File: src/rtl/mul_seq_pkg.sv
// Shared definitions for the sequential shift-add multiplier.
// Contents: the FSM state encoding, the default operand and accumulator
// widths, and the iteration counter width with a helper that derives it.
package mul_seq_pkg;

    typedef enum logic [1:0] {
        IDLE = 2'd0,
        RUN  = 2'd1,
        FIN  = 2'd2
    } state_t;

    localparam int unsigned DEF_WIDTH     = 16;
    localparam int unsigned DEF_ACC_WIDTH = 2 * DEF_WIDTH;

    // One bit wider than needed to index WIDTH steps, so the count to
    // WIDTH-1 never needs special wrap handling.
    function automatic int unsigned cnt_width(input int unsigned w);
        return $clog2(w) + 1;
    endfunction

    localparam int unsigned DEF_CNT_WIDTH = cnt_width(DEF_WIDTH);

endpackage

File: src/rtl/mul_shift_add_dp.sv
// Arithmetic half of the sequential multiplier.
// It holds the multiplicand register, the 2W+1-bit partial product
// register P with its W+1-bit adder and shifter, and the accumulator adder,
// which keeps a sticky carry-out.
// Ports:
//   clk, rst       clock and synchronous active-high reset
//   load           capture op_a into mcand and {0, op_b} into P
//   step           perform one add/shift iteration
//   finish         publish P as prod (and accumulate when acc_en)
//   acc_en         latched accumulate request for the current operation
//   clr_acc        clear acc and overflow (clear-then-load on finish)
//   op_a, op_b     operands
//   prod, acc      last product and accumulator
//   overflow       sticky accumulator carry-out
module mul_shift_add_dp
    import mul_seq_pkg::*;
#(
    parameter int unsigned WIDTH     = DEF_WIDTH,
    parameter int unsigned ACC_WIDTH = DEF_ACC_WIDTH
) (
    input  logic                 clk,
    input  logic                 rst,
    input  logic                 load,
    input  logic                 step,
    input  logic                 finish,
    input  logic                 acc_en,
    input  logic                 clr_acc,
    input  logic [WIDTH-1:0]     op_a,
    input  logic [WIDTH-1:0]     op_b,
    output logic [ACC_WIDTH-1:0] prod,
    output logic [ACC_WIDTH-1:0] acc,
    output logic                 overflow
);

    logic [WIDTH-1:0]     mcand;
    logic [2*WIDTH:0]     p;
    logic [WIDTH:0]       sum;
    logic [ACC_WIDTH:0]   acc_sum;
    logic [ACC_WIDTH-1:0] prod_new;

    // The top bit of P is always zero going into an add, so it is used as
    // the zero extension of the upper half for the W+1-bit sum.
    always_comb begin
        sum      = p[2*WIDTH:WIDTH] + {1'b0, (p[0] ? mcand : '0)};
        prod_new = p[ACC_WIDTH-1:0];
        acc_sum  = {1'b0, acc} + {1'b0, prod_new};
    end

    always_ff @(posedge clk) begin
        if (rst) begin
            mcand    <= '0;
            p        <= '0;
            prod     <= '0;
            acc      <= '0;
            overflow <= 1'b0;
        end else begin
            if (load) begin
                mcand <= op_a;
                p     <= {{(WIDTH + 1){1'b0}}, op_b};
            end else if (step) begin
                p <= {1'b0, sum, p[WIDTH-1:1]};
            end

            if (finish) begin
                prod <= prod_new;
            end

            // A clear coinciding with an accumulating finish clears first,
            // then loads the new product.
            if (finish && acc_en) begin
                if (clr_acc) begin
                    acc      <= prod_new;
                    overflow <= 1'b0;
                end else begin
                    acc      <= acc_sum[ACC_WIDTH-1:0];
                    overflow <= overflow | acc_sum[ACC_WIDTH];
                end
            end else if (clr_acc) begin
                acc      <= '0;
                overflow <= 1'b0;
            end
        end
    end

endmodule

File: src/rtl/mul_seq_ctrl.sv
// Sequencer for the iterative shift-add multiply/accumulate datapath.
// A start in IDLE captures the operands, runs WIDTH add/shift cycles in RUN,
// and spends one FIN cycle publishing the product and optionally
// accumulating it. The done pulse is visible in the cycle after FIN.
// Ports:
//   clk, rst       clock and synchronous active-high reset
//   start          request a multiply (sampled only in IDLE)
//   acc_mode       sampled with start; accumulate product at finish
//   clr_acc        clear acc and overflow, honoured in any state
//   op_a, op_b     unsigned operands, sampled with start
//   busy           high while not IDLE
//   done           one-cycle pulse when prod/acc have been updated
//   prod           last completed product
//   acc            accumulator
//   overflow       sticky accumulator carry-out
module mul_seq_ctrl
    import mul_seq_pkg::*;
#(
    parameter int unsigned WIDTH     = DEF_WIDTH,
    parameter int unsigned ACC_WIDTH = DEF_ACC_WIDTH
) (
    input  logic                 clk,
    input  logic                 rst,
    input  logic                 start,
    input  logic                 acc_mode,
    input  logic                 clr_acc,
    input  logic [WIDTH-1:0]     op_a,
    input  logic [WIDTH-1:0]     op_b,
    output logic                 busy,
    output logic                 done,
    output logic [ACC_WIDTH-1:0] prod,
    output logic [ACC_WIDTH-1:0] acc,
    output logic                 overflow
);

    localparam int unsigned CNT_W = cnt_width(WIDTH);

    state_t           state;
    state_t           state_next;
    logic [CNT_W-1:0] cnt;
    logic             acc_mode_q;
    logic             load;
    logic             step;
    logic             finish;

    always_ff @(posedge clk) begin
        if (rst) begin
            state <= IDLE;
        end else begin
            state <= state_next;
        end
    end

    always_comb begin
        state_next = state;
        load       = 1'b0;
        step       = 1'b0;
        finish     = 1'b0;
        unique case (state)
            IDLE: begin
                if (start) begin
                    load       = 1'b1;
                    state_next = RUN;
                end
            end
            RUN: begin
                step = 1'b1;
                if (cnt == CNT_W'(WIDTH - 1)) begin
                    state_next = FIN;
                end
            end
            FIN: begin
                finish     = 1'b1;
                state_next = IDLE;
            end
            default: state_next = IDLE;
        endcase
    end

    always_ff @(posedge clk) begin
        if (rst) begin
            cnt        <= '0;
            acc_mode_q <= 1'b0;
            done       <= 1'b0;
        end else begin
            if (load) begin
                cnt        <= '0;
                acc_mode_q <= acc_mode;
            end else if (step) begin
                cnt <= cnt + 1'b1;
            end
            done <= finish;
        end
    end

    always_comb begin
        busy = (state != IDLE);
    end

    mul_shift_add_dp #(
        .WIDTH     (WIDTH),
        .ACC_WIDTH (ACC_WIDTH)
    ) u_dp (
        .clk      (clk),
        .rst      (rst),
        .load     (load),
        .step     (step),
        .finish   (finish),
        .acc_en   (acc_mode_q),
        .clr_acc  (clr_acc),
        .op_a     (op_a),
        .op_b     (op_b),
        .prod     (prod),
        .acc      (acc),
        .overflow (overflow)
    );

endmodule
File: config.mk
export PLATFORM = sky130hd
export DESIGN_NAME = mul_seq_ctrl
export DESIGN_NICKNAME = d
export VERILOG_FILES = /design/src/rtl/mul_seq_pkg.sv /design/src/rtl/mul_shift_add_dp.sv /design/src/rtl/mul_seq_ctrl.sv
export SDC_FILE = /design/constraint.sdc
export NUM_CORES = 1
export LEC_CHECK = 0
export CORE_MARGIN = 1.5
export CORE_UTILIZATION = 55
export CTS_BUF_LIST = sky130_fd_sc_hd__clkbuf_16
export CTS_CLUSTER_SIZE = 10
export DETAILED_ROUTE_END_ITERATION = 8
export PLACE_DENSITY = 0.83
export SYNTH_ARGS = -nofsm -noshare
export SYNTH_HDL_FRONTEND = slang
export SYNTH_SLANG_ARGS = --single-unit
File: constraint.sdc
create_clock -name clk -period 2.9 [get_ports clk]
set_input_delay 0.87 -clock clk [delete_from_list [all_inputs] [get_ports clk]]
set_output_delay 0.87 -clock clk [all_outputs]
set_load 0.05 [all_outputs]
* Word level (Yosys, flattened, before mapping)
Index checks and enable logic that the tools add are counted.
W data, S select, Z words.
** Cells by class
- $add $sub $neg :: 3
- Equal/unequal tests :: 5
- Multiplexer cells :: 16
- Bitwise gates (word level) :: 1
- Reduce and logical (&&, ||, !) cells :: 7
** Operators by type and width (number)
- $mux W32 :: 3
- $mux W16 :: 3
- $add A32 B32 Y33 :: 1
- $add A16 B16 Y17 :: 1
- $mux W1 :: 7
- $reduce_bool A2 Y1 :: 3
- $add A5 B1 Y5 const B :: 1
- $eq A5 B4 Y1 const B :: 1
- $mux W2 :: 2
- $ne A2 B2 Y1 const B :: 2
- $pmux W2 S2 :: 1
- $eq A2 B1 Y1 const B :: 1
- $eq A2 B2 Y1 const B :: 1
- $logic_not A2 Y1 :: 1
- $reduce_and A2 Y1 :: 1
- $reduce_or A2 Y1 :: 1
- $logic_and A1 B1 Y1 :: 1
- $or A1 B1 Y1 :: 1
** Storage, ports and cells
- Bits in registers :: 122
- Bits of input ports :: 37
- Logic and storage cells :: 42

* Logic depth before layout (Yosys ltp)
Gate-level depths: netlist of the first run.
- Depth after elaboration :: 4
- Gate-level depth with buffers :: 11
- Mapped depth without buffers :: 11

* By module
A second synthesis of the first run with hierarchy kept.
** Second synthesis, totals
- Cells, all modules :: 870
- Area, all modules :: 7394.6 um2
** By module, submodules not included
- mul_shift_add_dp :: times used 1, cells each 826, area an instance 6982.9 um2, seq. area each 2262.2 um2
- mul_seq_ctrl :: times used 1, cells each 44, area an instance 411.6 um2, seq. area each 180.2 um2

* Worst setup path after synthesis of the first run
No wires, ideal clock.
- Kind :: register -> register
- Start point :: register u_dp.acc[0]
- End point :: register u_dp.acc[24]
- Arrival time :: 2.713 ns
- Slack :: 0.051 ns
- Stages on the path, launching flop included :: 11
- Cells stage by stage :: dfxtp_1 -> ha_1 -> fa_1 -> a21o_1 -> a221oi_2 -> nor4b_1 -> o211a_1 -> o21ba_2 -> o21ai_2 -> mux2i_1 -> a221oi_2
** Between the ends
- Word-level cells in the longest chain between the ends :: 3
** Ends and longest elaborated chain
- start, declared :: RTL line mul_shift_add_dp.sv:31 : output logic [ACC_WIDTH-1:0] acc,
- start signal, assigned :: RTL line mul_shift_add_dp.sv:72 : acc <= prod_new;
- start signal, assigned :: RTL line mul_shift_add_dp.sv:75 : acc <= acc_sum[ACC_WIDTH-1:0];
- $add A32 B32 Y33 :: RTL line mul_shift_add_dp.sv:46 : acc_sum = {1'b0, acc} + {1'b0, prod_new};
- $mux W32 :: RTL line mul_shift_add_dp.sv:71 : if (clr_acc) begin
- $mux W32 :: RTL line mul_shift_add_dp.sv:70 : if (finish && acc_en) begin
Every way passes these cells.
A chain may end at the register's enable or synchronous reset.

* Final worst setup path of the first run
- Start point :: register u_dp.p[0]
- End point :: register u_dp.p[31]
** Between the ends
- Word-level cells in the longest chain between the ends :: 2
** Ends and longest elaborated chain
- start, declared :: RTL line mul_shift_add_dp.sv:36 : logic [2*WIDTH:0] p;
- start signal, assigned :: RTL line mul_shift_add_dp.sv:59 : p <= {{(WIDTH + 1){1'b0}}, op_b};
- start signal, assigned :: RTL line mul_shift_add_dp.sv:61 : p <= {1'b0, sum, p[WIDTH-1:1]};
- $mux W16 :: RTL line mul_shift_add_dp.sv:44 : sum = p[2*WIDTH:WIDTH] + {1'b0, (p[0] ? mcand : '0)};
- $add A16 B16 Y17 :: RTL line mul_shift_add_dp.sv:44
Every way passes these cells.

==> results_dict.tcl, run 1 <==
set metrics [dict create \
    io_pins 104 \
    yosysUniqueCellTypes 67 \
    num_rows 41 \
    synth_flop_cell "dfxtp_1" \
    wl_per_cell_um 17.43 \
    synth_edf_count 0 \
    ys_warn_count 0 \
    drt_first_iter_violations 766 \
    dieWidth_um 116.9 \
    fin_crit_ns 2.805 \
    netlist_top_cells_area "dfxtp_1, nand2_1, a21oi_1" \
    r2r-end "u_dp.p[31]" \
    crit_path_cell_trace "and2_1, ha_2, fa_2, a21oi_2, o2111ai_2, nand2_2, o21ai_1, o41ai_2, buf_4, o21ai_2, a2111oi_2, nor3_1" \
    worstPathRequired_ns 3.19 \
    power.density_nw_per_um2 481.0 \
    path_max_fanout 7 \
    grt_pass1_wl_um 33440 \
    fmax_ghz 0.3564 \
    avgSynthCellArea_um2 7.633 \
    cpPeakStageDelay_ns 0.39 \
    cts_buffers 17 \
    syn_nets 1024 \
    drt.antenna.violating_nets 0 \
    tritoncts "built" \
    placed_area_um2 8438 \
    postSynthCellCount 935 \
    num_antenna_cells 0 \
    fin_crit_sh 0.9674 \
    hold_class "flip-flop to flip-flop" \
    grt_antenna_before_repair 0 \
    reg2reg_depth 12 \
    synth_common_cells "nand2_1, a21oi_1, dfxtp_1" \
    critical_path_class "flip-flop to flip-flop" \
    cp-end-kind "flip-flop" \
    clk_latency_ns 0.42 \
    tightest_slew_ns 1.141 \
    fin_util 0.7272 \
    yosysMostFrequentCell "nand2_1" \
    slew_headroom 0.2366 \
    cp_slowest_cell "fa_2" \
    nets 1130 \
    worstReg2RegStart "u_dp.p[0]" \
    final-hold-violation-count 0 \
    crit_start "u_dp.p[0]" \
    drc 0 \
    via_count 7408 \
    overflow 0 \
    dr.pass1.iters 8 \
    leakagePower_nw 3.614 \
    clk_pin_slew_ns 0.06 \
    drt-vias-per-instance 6.042 \
    cts-root-buf "clkbuf_16" \
    yosys.area.top_type "dfxtp_1" \
    async_flop_share 0 \
    die-area_um2 13670 \
    gp_congestion 0.9483 \
    dpl.hpwl_um 14790 \
    finalMaxSlewViolations 0 \
    initial_core_util 0.5655 \
    fin_hold_ws_ns 0.4515 \
    max_cap_viol_count 0 \
    reg2reg_slack_ns 0.09 \
    synth_area_um2 7137 \
    run_status "completed" \
    finalInstanceArea_um2 9178 \
    layout-drive-gt1-share 0.09677 \
    startpoint_type "flip-flop" \
    skew_ns 0.006418 \
    clock-sinks 122 \
    first_global_vias 6626 \
    die_h_um 116.9 \
    grt_max_degree 54 \
    ir_drop_mv 0.4703 \
    ys_seq_area_frac 0.3422 \
    io_buffers 103 \
    core_um2 12620 \
    h-tree-depth 4 \
    crit_path_end "u_dp.p[31]" \
    ys_seq_elements 122 \
    synth_top_area_frac 0.3422 \
    crit_arrival_ns 3.10 \
    setup_viol_count_final 0 \
    track_usage 0.3163 \
    syn2layout_area_growth_pct 28.59 \
    routed_wl_um 21370 \
    cts_buffer_depth 2 \
]
-- cell type report --
class                           count  area, um^2
Multi-Input combinational cell    744        4497
Fill cell                        1002        3442
Sequential cell                   122        2445
Timing Repair Buffer              142        1319
Clock buffer                       17       425.4
Clock inverter                     15       224.0
Tap cell                          172       215.2
Inverter                           14       52.55
-- worst min path at each step --
stage	startpoint	endpoint	slack, ns	cells past startpoint
5_1_grt	u_dp.prod[3]	u_dp.prod[3]	0.47	2
4_1_cts	u_dp.mcand[12]	u_dp.mcand[12]	0.45	2
3_3_place_gp	u_dp.mcand[11]	u_dp.mcand[11]	0.44	2
2_1_floorplan	u_dp.mcand[0]	u_dp.mcand[0]	0.43	2
3_5_place_dp	u_dp.mcand[12]	u_dp.mcand[12]	0.44	2
6_report	u_dp.mcand[12]	u_dp.mcand[12]	0.45	2
-- repair_timing --
action	CTS	global route
resized for setup	1	15
pin swaps	0	8
hold buffers	0	0
setup endpoints to repair	1	12
setup buffers	0	4
-- layout by cell type, fill, tap and decap left out, drive strengths merged, types with 8 or more instances in the layout --
cell	netlist	final
clkdlybuf4s50	0	102
a22oi	30	30
nand4	8	8
o21ai	36	36
buf	5	40
ha	50	50
nor2	56	56
a21oi	138	138
a21o	22	22
nor3	15	15
clkbuf	50	17
a31oi	9	9
nand3	23	23
xor2	10	10
nand2	201	201
a211oi	11	11
xnor2	20	20
and2	22	22
inv	14	15
clkinv	0	8
dfxtp	122	122
-- stage by stage --
step	setup TNS [ns]	total power [mW]	cells	setup WS (ns)
2_1_floorplan	0	1.961	935	0.05059
3_5_place_dp	0	2.102	1190	0.02698
6_report	0	4.414	1226	0.09451
5_1_grt	-0.09119	4.542	1226	-0.05212
4_1_cts	0	4.424	1222	0.0005007
3_3_place_gp	0	2.098	1190	0.1081
-- sequential cells by signal, summed over array words and instances, names as in the netlist --
| signal | flops |
|---|---|
| acc_mode_q | 1 |
| u_dp.prod | 32 |
| u_dp.acc | 32 |
| u_dp.mcand | 16 |
| state | 2 |
| cnt | 5 |
| u_dp.overflow | 1 |
| u_dp.p | 32 |
| done | 1 |
-- per-layer routing --
layer / up-vias / track usage / part of all wire / wire (um)
met3: 41 / 0.07827 / 0.092 / 1965
met4: 0 / 0.1068 / 0.020 / 420
met2: 336 / 0.4815 / 0.45 / 9556
met1: 3472 / 0.4399 / 0.44 / 9423
met5: - / 0 / 0 / 0
li1: 3559 / - / - / -
-- cell families after synthesis --
logic type / after synthesis / share of synthesized area
AOI/OAI and AO/OA: 300 / 0.2647
DFF: 122 / 0.3422
muxes: 5 / 0.007188
adders and majority gates: 52 / 0.09327
xor gates and xnor gates: 30 / 0.03682
buffers and inverters: 69 / 0.03682
and+or+nand+nor: 357 / 0.2190
-- worst max-delay path: cells and delay by family (launching register included) --
kind            cells  cell delay (ns)
compound gates      6             1.17
fa+ha+maj           2             0.59
buf+inv             1             0.18
flops               1             0.35
simple gates        3             0.39
-- power by group --
group / internal (mW) / leakage [nW] / switching, mW / total, mW
Clock: 1.52 / 0.315 / 0.806 / 2.33
Combinational: 0.132 / 2.31 / 0.199 / 0.331
Sequential: 1.71 / 0.989 / 0.0391 / 1.75
No activity file was read; power rests on OpenSTA's default activity.
==> run 2: changes to the inputs <==
TNS_END_PERCENT = 20   (was unset)
==> run 2 against run 1 <==
  * Hold slack improved by 0.0016 ns
  * Sequential share of layout area barely moved
  * Clock skew is 0.00054 ns lower
  * Combinational power barely moved
  * Non-clock buffer count unchanged
  * Critical endpoint unchanged
  * Highest routed layer unchanged
==> results_dict.tcl, run 2 (synthesis results as in run 1) <==
set metrics [dict create \
    run_status "completed" \
    final_cells 1226 \
    syn2layout_area_growth_pct 28.38 \
    slew_headroom 0.2630 \
    reg2reg_depth 12 \
    nets 1130 \
    wl_per_cell_um 17.37 \
    finalMaxSlewViolations 0 \
    setup_viol_count_final 0 \
    fin_util 0.7261 \
    clock-sinks 122 \
    tightest_slew_ns 1.101 \
    via_count 7378 \
    comb_power_share 0.075 \
    io_pins 104 \
    leakagePower_nw 3.615 \
    fmax_ghz 0.3492 \
    finalPower_mw 4.417 \
    hold_path_end "u_dp.mcand[12]" \
    grt_use_met3 0.07827 \
    met1_usage 0.4399 \
    clk_latency_ns 0.43 \
    critical_path_class "flip-flop to flip-flop" \
    max_cap_viol_count 0 \
    grt_antenna_before_repair 0 \
    startpoint_type "flip-flop" \
    cts_hold_buf 0 \
    worstReg2RegStart "u_dp.p[0]" \
    cts-root-buf "clkbuf_16" \
    die_h_um 116.9 \
    die-area_um2 13670 \
    layout-drive-gt1-share 0.09203 \
    clk_pin_slew_ns 0.06 \
    tritoncts "built" \
    dp_cells 1190 \
    r2r-end "u_dp.p[31]" \
    fin_hold_ws_ns 0.4531 \
    power.density_nw_per_um2 482.0 \
    routed_wl_um 21300 \
    dieWidth_um 116.9 \
    gr-usage-met2 0.4815 \
    drt_first_iter_violations 788 \
    worstPathRequired_ns 3.19 \
    rsz0062_at_grt "yes" \
    skew_ns 0.005882 \
    fin_crit_ns 2.864 \
    gp_congestion 0.9483 \
    drc 0 \
    fin_crit_sh 0.9876 \
    reg2reg_slack_ns 0.04 \
    first_global_vias 6626 \
    hold_class "flip-flop to flip-flop" \
    dr.pass1.iters 6 \
    grt-busiest-layer "met2" \
    crit_arrival_ns 3.16 \
    overflow 0 \
    num_antenna_cells 0 \
    top_regs "u_dp.acc: 32 flops, u_dp.p: 32 flops, u_dp.prod: 32 flops" \
    drt.antenna.violating_nets 0 \
    switching_share 0.2372 \
    cts_buffer_depth 2 \
    drt-vias-per-instance 6.018 \
    num_rows 41 \
    min_from "u_dp.mcand[12]" \
    seq_power_share 0.397 \
    clkPwrFrac 0.529 \
    cts_buffers 17 \
    cp-end-kind "flip-flop" \
    track_usage 0.3163 \
    intPower_mw 3.369 \
    ir_drop_mv 0.4698 \
    tns_ns 0 \
    grt_pass1_wl_um 33440 \
    h-tree-depth 4 \
    io_buffers 103 \
    min_path_cells 2 \
    dpl.hpwl_um 14790 \
    p_sw_mw 1.047 \
    grt_max_degree 54 \
    initial_core_util 0.5655 \
    final_cell_mix "nand2_1, a21oi_1, dfxtp_1" \
    core_um2 12620 \
    path_max_fanout 7 \
    layout_commonest_cell "nand2_1" \
    final-hold-violation-count 0 \
]
-- run 2: cell counts in the layout (fill, tap and decap cells not counted) --
No cell type changed its count.
-- run 2: layout make-up --
class                      count  area (um^2)
timing repair buffer         142         1319
clock buffer                  17        425.4
clock inverter                15        224.0
sequential                   122         2444
tap                          172        215.2
inverter                      14        52.55
multi-input combinational    744         4483
fill                        1004         3457
-- run 2: power groups by stage --
stage	clock network, mW	registers (mW)	logic (mW)
floorplan	0	1.77	0.187
global placement	0	1.78	0.315
detailed placement	0	1.78	0.318
CTS	2.35	1.75	0.323
global route	2.43	1.75	0.361
finish	2.33	1.75	0.330
-- run 2: routing by layer --
layer  wire length, um  share of wire  vias up
met4               451          0.021        0
met5                 0              0        -
li1                  -              -     3554
met1              9370           0.44     3430
met3              2065          0.097       47
met2              9411           0.44      347
-- run 2: metrics by stage --
stage | worst slack, ns | instance area (um^2)
2_1_floorplan | 0.05059 | 7137
3_3_place_gp | 0.1081 | 8438
3_5_place_dp | 0.02698 | 8438
4_1_cts | 0.0005007 | 9099
5_1_grt | -0.1186 | 9163
6_report | 0.03599 | 9163
-- run 2: critical path, cell delays in order, from the launching register on --
cell and delay [ns]:
dfxtp_2 0.36, and2_1 0.16, ha_1 0.22, fa_2 0.37, a21oi_2 0.16, o2111ai_1 0.15, nand2_1 0.12, o21ai_1 0.11
o41ai_2 0.31, buf_4 0.18, o21ai_2 0.08, a2111oi_2 0.39, nor3_1 0.12
-- run 2: what timing repair did --
item	4_1_cts	5_1_grt
buffers inserted	0	4
resized for setup	1	10
setup endpoints to repair	1	12
pin swaps	0	4
hold endpoints to repair	0	0
-- run 2: how the worst max path moves through the flow --
stage,from,to,slack [ns]
final,u_dp.p[0],u_dp.p[31],0.04
after global routing,u_dp.p[0],u_dp.p[31],-0.12
after CTS,u_dp.p[0],u_dp.p[31],0.0005
after detailed placement,u_dp.p[0],u_dp.p[31],0.03
after global placement,u_dp.p[0],u_dp.acc[30],0.11
after floorplan,u_dp.acc[0],u_dp.acc[24],0.05
==> run 3: changes to the inputs <==
CORE_UTILIZATION = 50   (was 55)
PLACE_DENSITY = 0.79   (was 0.83)
SLEW_MARGIN = 20   (was unset)
clock period = 2.3 ns   (was 2.9 ns; I/O delays follow)
==> run 3 against run 2 <==
  * The flow now finishes with violations (setup timing)
  * First-iteration DRC count up 1.0%
  * Fmax grew 8.9%
  * Clock power is 8.6% higher
  * Via count up 8.4%
  * Power up 18%
  * Routed wire length is 14% higher
  * Combinational power grew 53%
  * Register-to-register slack got worse by 0.36 ns
  * Utilization up 1.4 points
  * Clock skew is essentially flat
==> results_dict.tcl, run 3 (synthesis results as in run 1) <==
set metrics [dict create \
    reg2reg_slack_ns -0.33 \
    final-hold-violation-count 0 \
    top_regs "u_dp.acc: 32 flops, u_dp.p: 32 flops, u_dp.prod: 32 flops" \
    layout_commonest_cell "nand2_1" \
    cts_buffer_depth 2 \
    tightest_slew_ns 0.6124 \
    num_antenna_cells 0 \
    min_path_cells 2 \
    dp_cells 1309 \
    via_count 7998 \
    dieWidth_um 122.5 \
    path_max_fanout 7 \
    cts_buffers 17 \
    finalMaxSlewViolations 0 \
    wl_per_cell_um 17.95 \
    routed_wl_um 24230 \
    die-area_um2 15000 \
    dpl.hpwl_um 16580 \
    slew_headroom 0.5917 \
    fin_crit_sh 1.143 \
    clk_pin_slew_ns 0.06 \
    io_buffers 103 \
    final_cells 1350 \
    grt_max_degree 53 \
    skew_ns 0.005488 \
    run_status "finished with violations" \
    layout-drive-gt1-share 0.2350 \
    initial_core_util 0.5142 \
    worstPathRequired_ns 2.61 \
    die_h_um 122.5 \
    crit_arrival_ns 2.94 \
    clk_latency_ns 0.42 \
    gp_congestion 0.9925 \
    final_cell_mix "nand2_1, buf_4, a21oi_1" \
    critical_path_class "flip-flop to flip-flop" \
    r2r-end "u_dp.acc[30]" \
    leakagePower_nw 4.480 \
    hold_class "flip-flop to flip-flop" \
    max_cap_viol_count 0 \
    pre_cts_slack_ns -0.3578 \
    hold_path_end "u_dp.mcand[6]" \
    clock-sinks 122 \
    fin_crit_ns 2.629 \
    io_pins 104 \
    finalWorstSetupSlack_ns -0.3289 \
    cts_hold_buf 0 \
    reg2reg_depth 11 \
    drt-vias-per-instance 5.924 \
    first_global_vias 7595 \
    drc 0 \
    fmax_ghz 0.3804 \
    drt_first_iter_violations 796 \
    failed_checks "setup timing" \
    worstReg2RegStart "u_dp.p[0]" \
    rsz0062_at_grt "yes" \
    cp-end-kind "flip-flop" \
    grt_antenna_before_repair 0 \
    h-tree-depth 4 \
    dr.pass1.iters 6 \
    num_rows 43 \
    syn2layout_area_growth_pct 43.85 \
    nets 1246 \
    grt_pass1_wl_um 37400 \
    core_um2 13880 \
    startpoint_type "flip-flop" \
    cts-root-buf "clkbuf_16" \
    min_from "u_dp.mcand[6]" \
    placed_area_um2 9387 \
    finalInstanceArea_um2 10270 \
    track_usage 0.3188 \
    tritoncts "built" \
    overflow 0 \
    drt.antenna.violating_nets 0 \
    power.density_nw_per_um2 509.1 \
    ir_drop_mv 0.6825 \
    setup_viol_count_final 26 \
]
run 3: cell types whose count changed in the layout (fill, tap and decap cells not counted), sizes merged, moves of 3 or more:
cell	delta
buf	+127
clkdlybuf4s50	-37
dlygate4sd2	+17
dlymetal6s2s	+9
bufinv	-4
inv	+3
run 3: final cells by class:
type,instances,area (um^2)
clock buffers,17,425.4
clock inverters,15,125.1
fillers,993,3615
inverters,14,52.55
multi-input cells,744,4747
flip-flops and latches,122,2470
well taps,180,225.2
repair buffers,258,2221
run 3: routing by layer:
| metal | global-route usage | vias up | share of wire |
|---|---|---|---|
| met4 | 0.1250 | 0 | 0.028 |
| met3 | 0.06877 | 72 | 0.091 |
| met2 | 0.5098 | 421 | 0.46 |
| met5 | 0 | - | 0 |
| li1 | - | 3777 | - |
| met1 | 0.4200 | 3728 | 0.42 |
run 3: worst max path at each step:
stage	from	end	slack (ns)
after detailed placement	u_dp.p[0]	u_dp.acc[28]	-0.36
final	u_dp.p[0]	u_dp.acc[30]	-0.33
after floorplan	u_dp.acc[0]	u_dp.acc[30]	-0.21
after CTS	u_dp.p[0]	u_dp.acc[24]	-0.24
after global placement	u_dp.p[0]	u_dp.acc[24]	-0.28
after global routing	u_dp.p[0]	u_dp.acc[12]	-0.43
run 3: report_power, final:
part | total, mW | internal (mW) | switching, mW
combinational | 0.505 | 0.219 | 0.286
sequential | 2.19 | 2.16 | 0.0369
clock | 2.53 | 1.48 | 1.05
total | 5.23 | 3.86 | 1.37
run 3: worst max-delay path, cell delays in order (launching register included):
cell       delay, ns
dfxtp_4         0.37
ha_4            0.17
fa_2            0.37
a21o_1          0.21
a221oi_4        0.32
buf_6           0.16
nor2_4          0.03
o21ai_2         0.16
nand3_2         0.15
nand3_2         0.15
mux2_4          0.31
o2bb2ai_2       0.11
run 3: per-stage QoR:
stage | power, mW | hold slack (ns) | utilization | setup TNS [ns]
floorplan | 2.473 | 0.4317 | - | -2.241
global placement | 2.703 | 0.4376 | 0.6762 | -4.059
detailed placement | 2.714 | 0.4436 | 0.6762 | -5.454
CTS | 5.220 | 0.4515 | 0.7272 | -2.571
global route | 5.379 | 0.4703 | 0.7396 | -8.492
finish | 5.227 | 0.4472 | 0.7396 | -4.654
run 3: timing repair:
action / in CTS / in global routing
endpoints found under the setup margin: 46 / 42
buffers inserted: 5 / 4
pin swaps: 31 / 13
resized for setup: 46 / 31
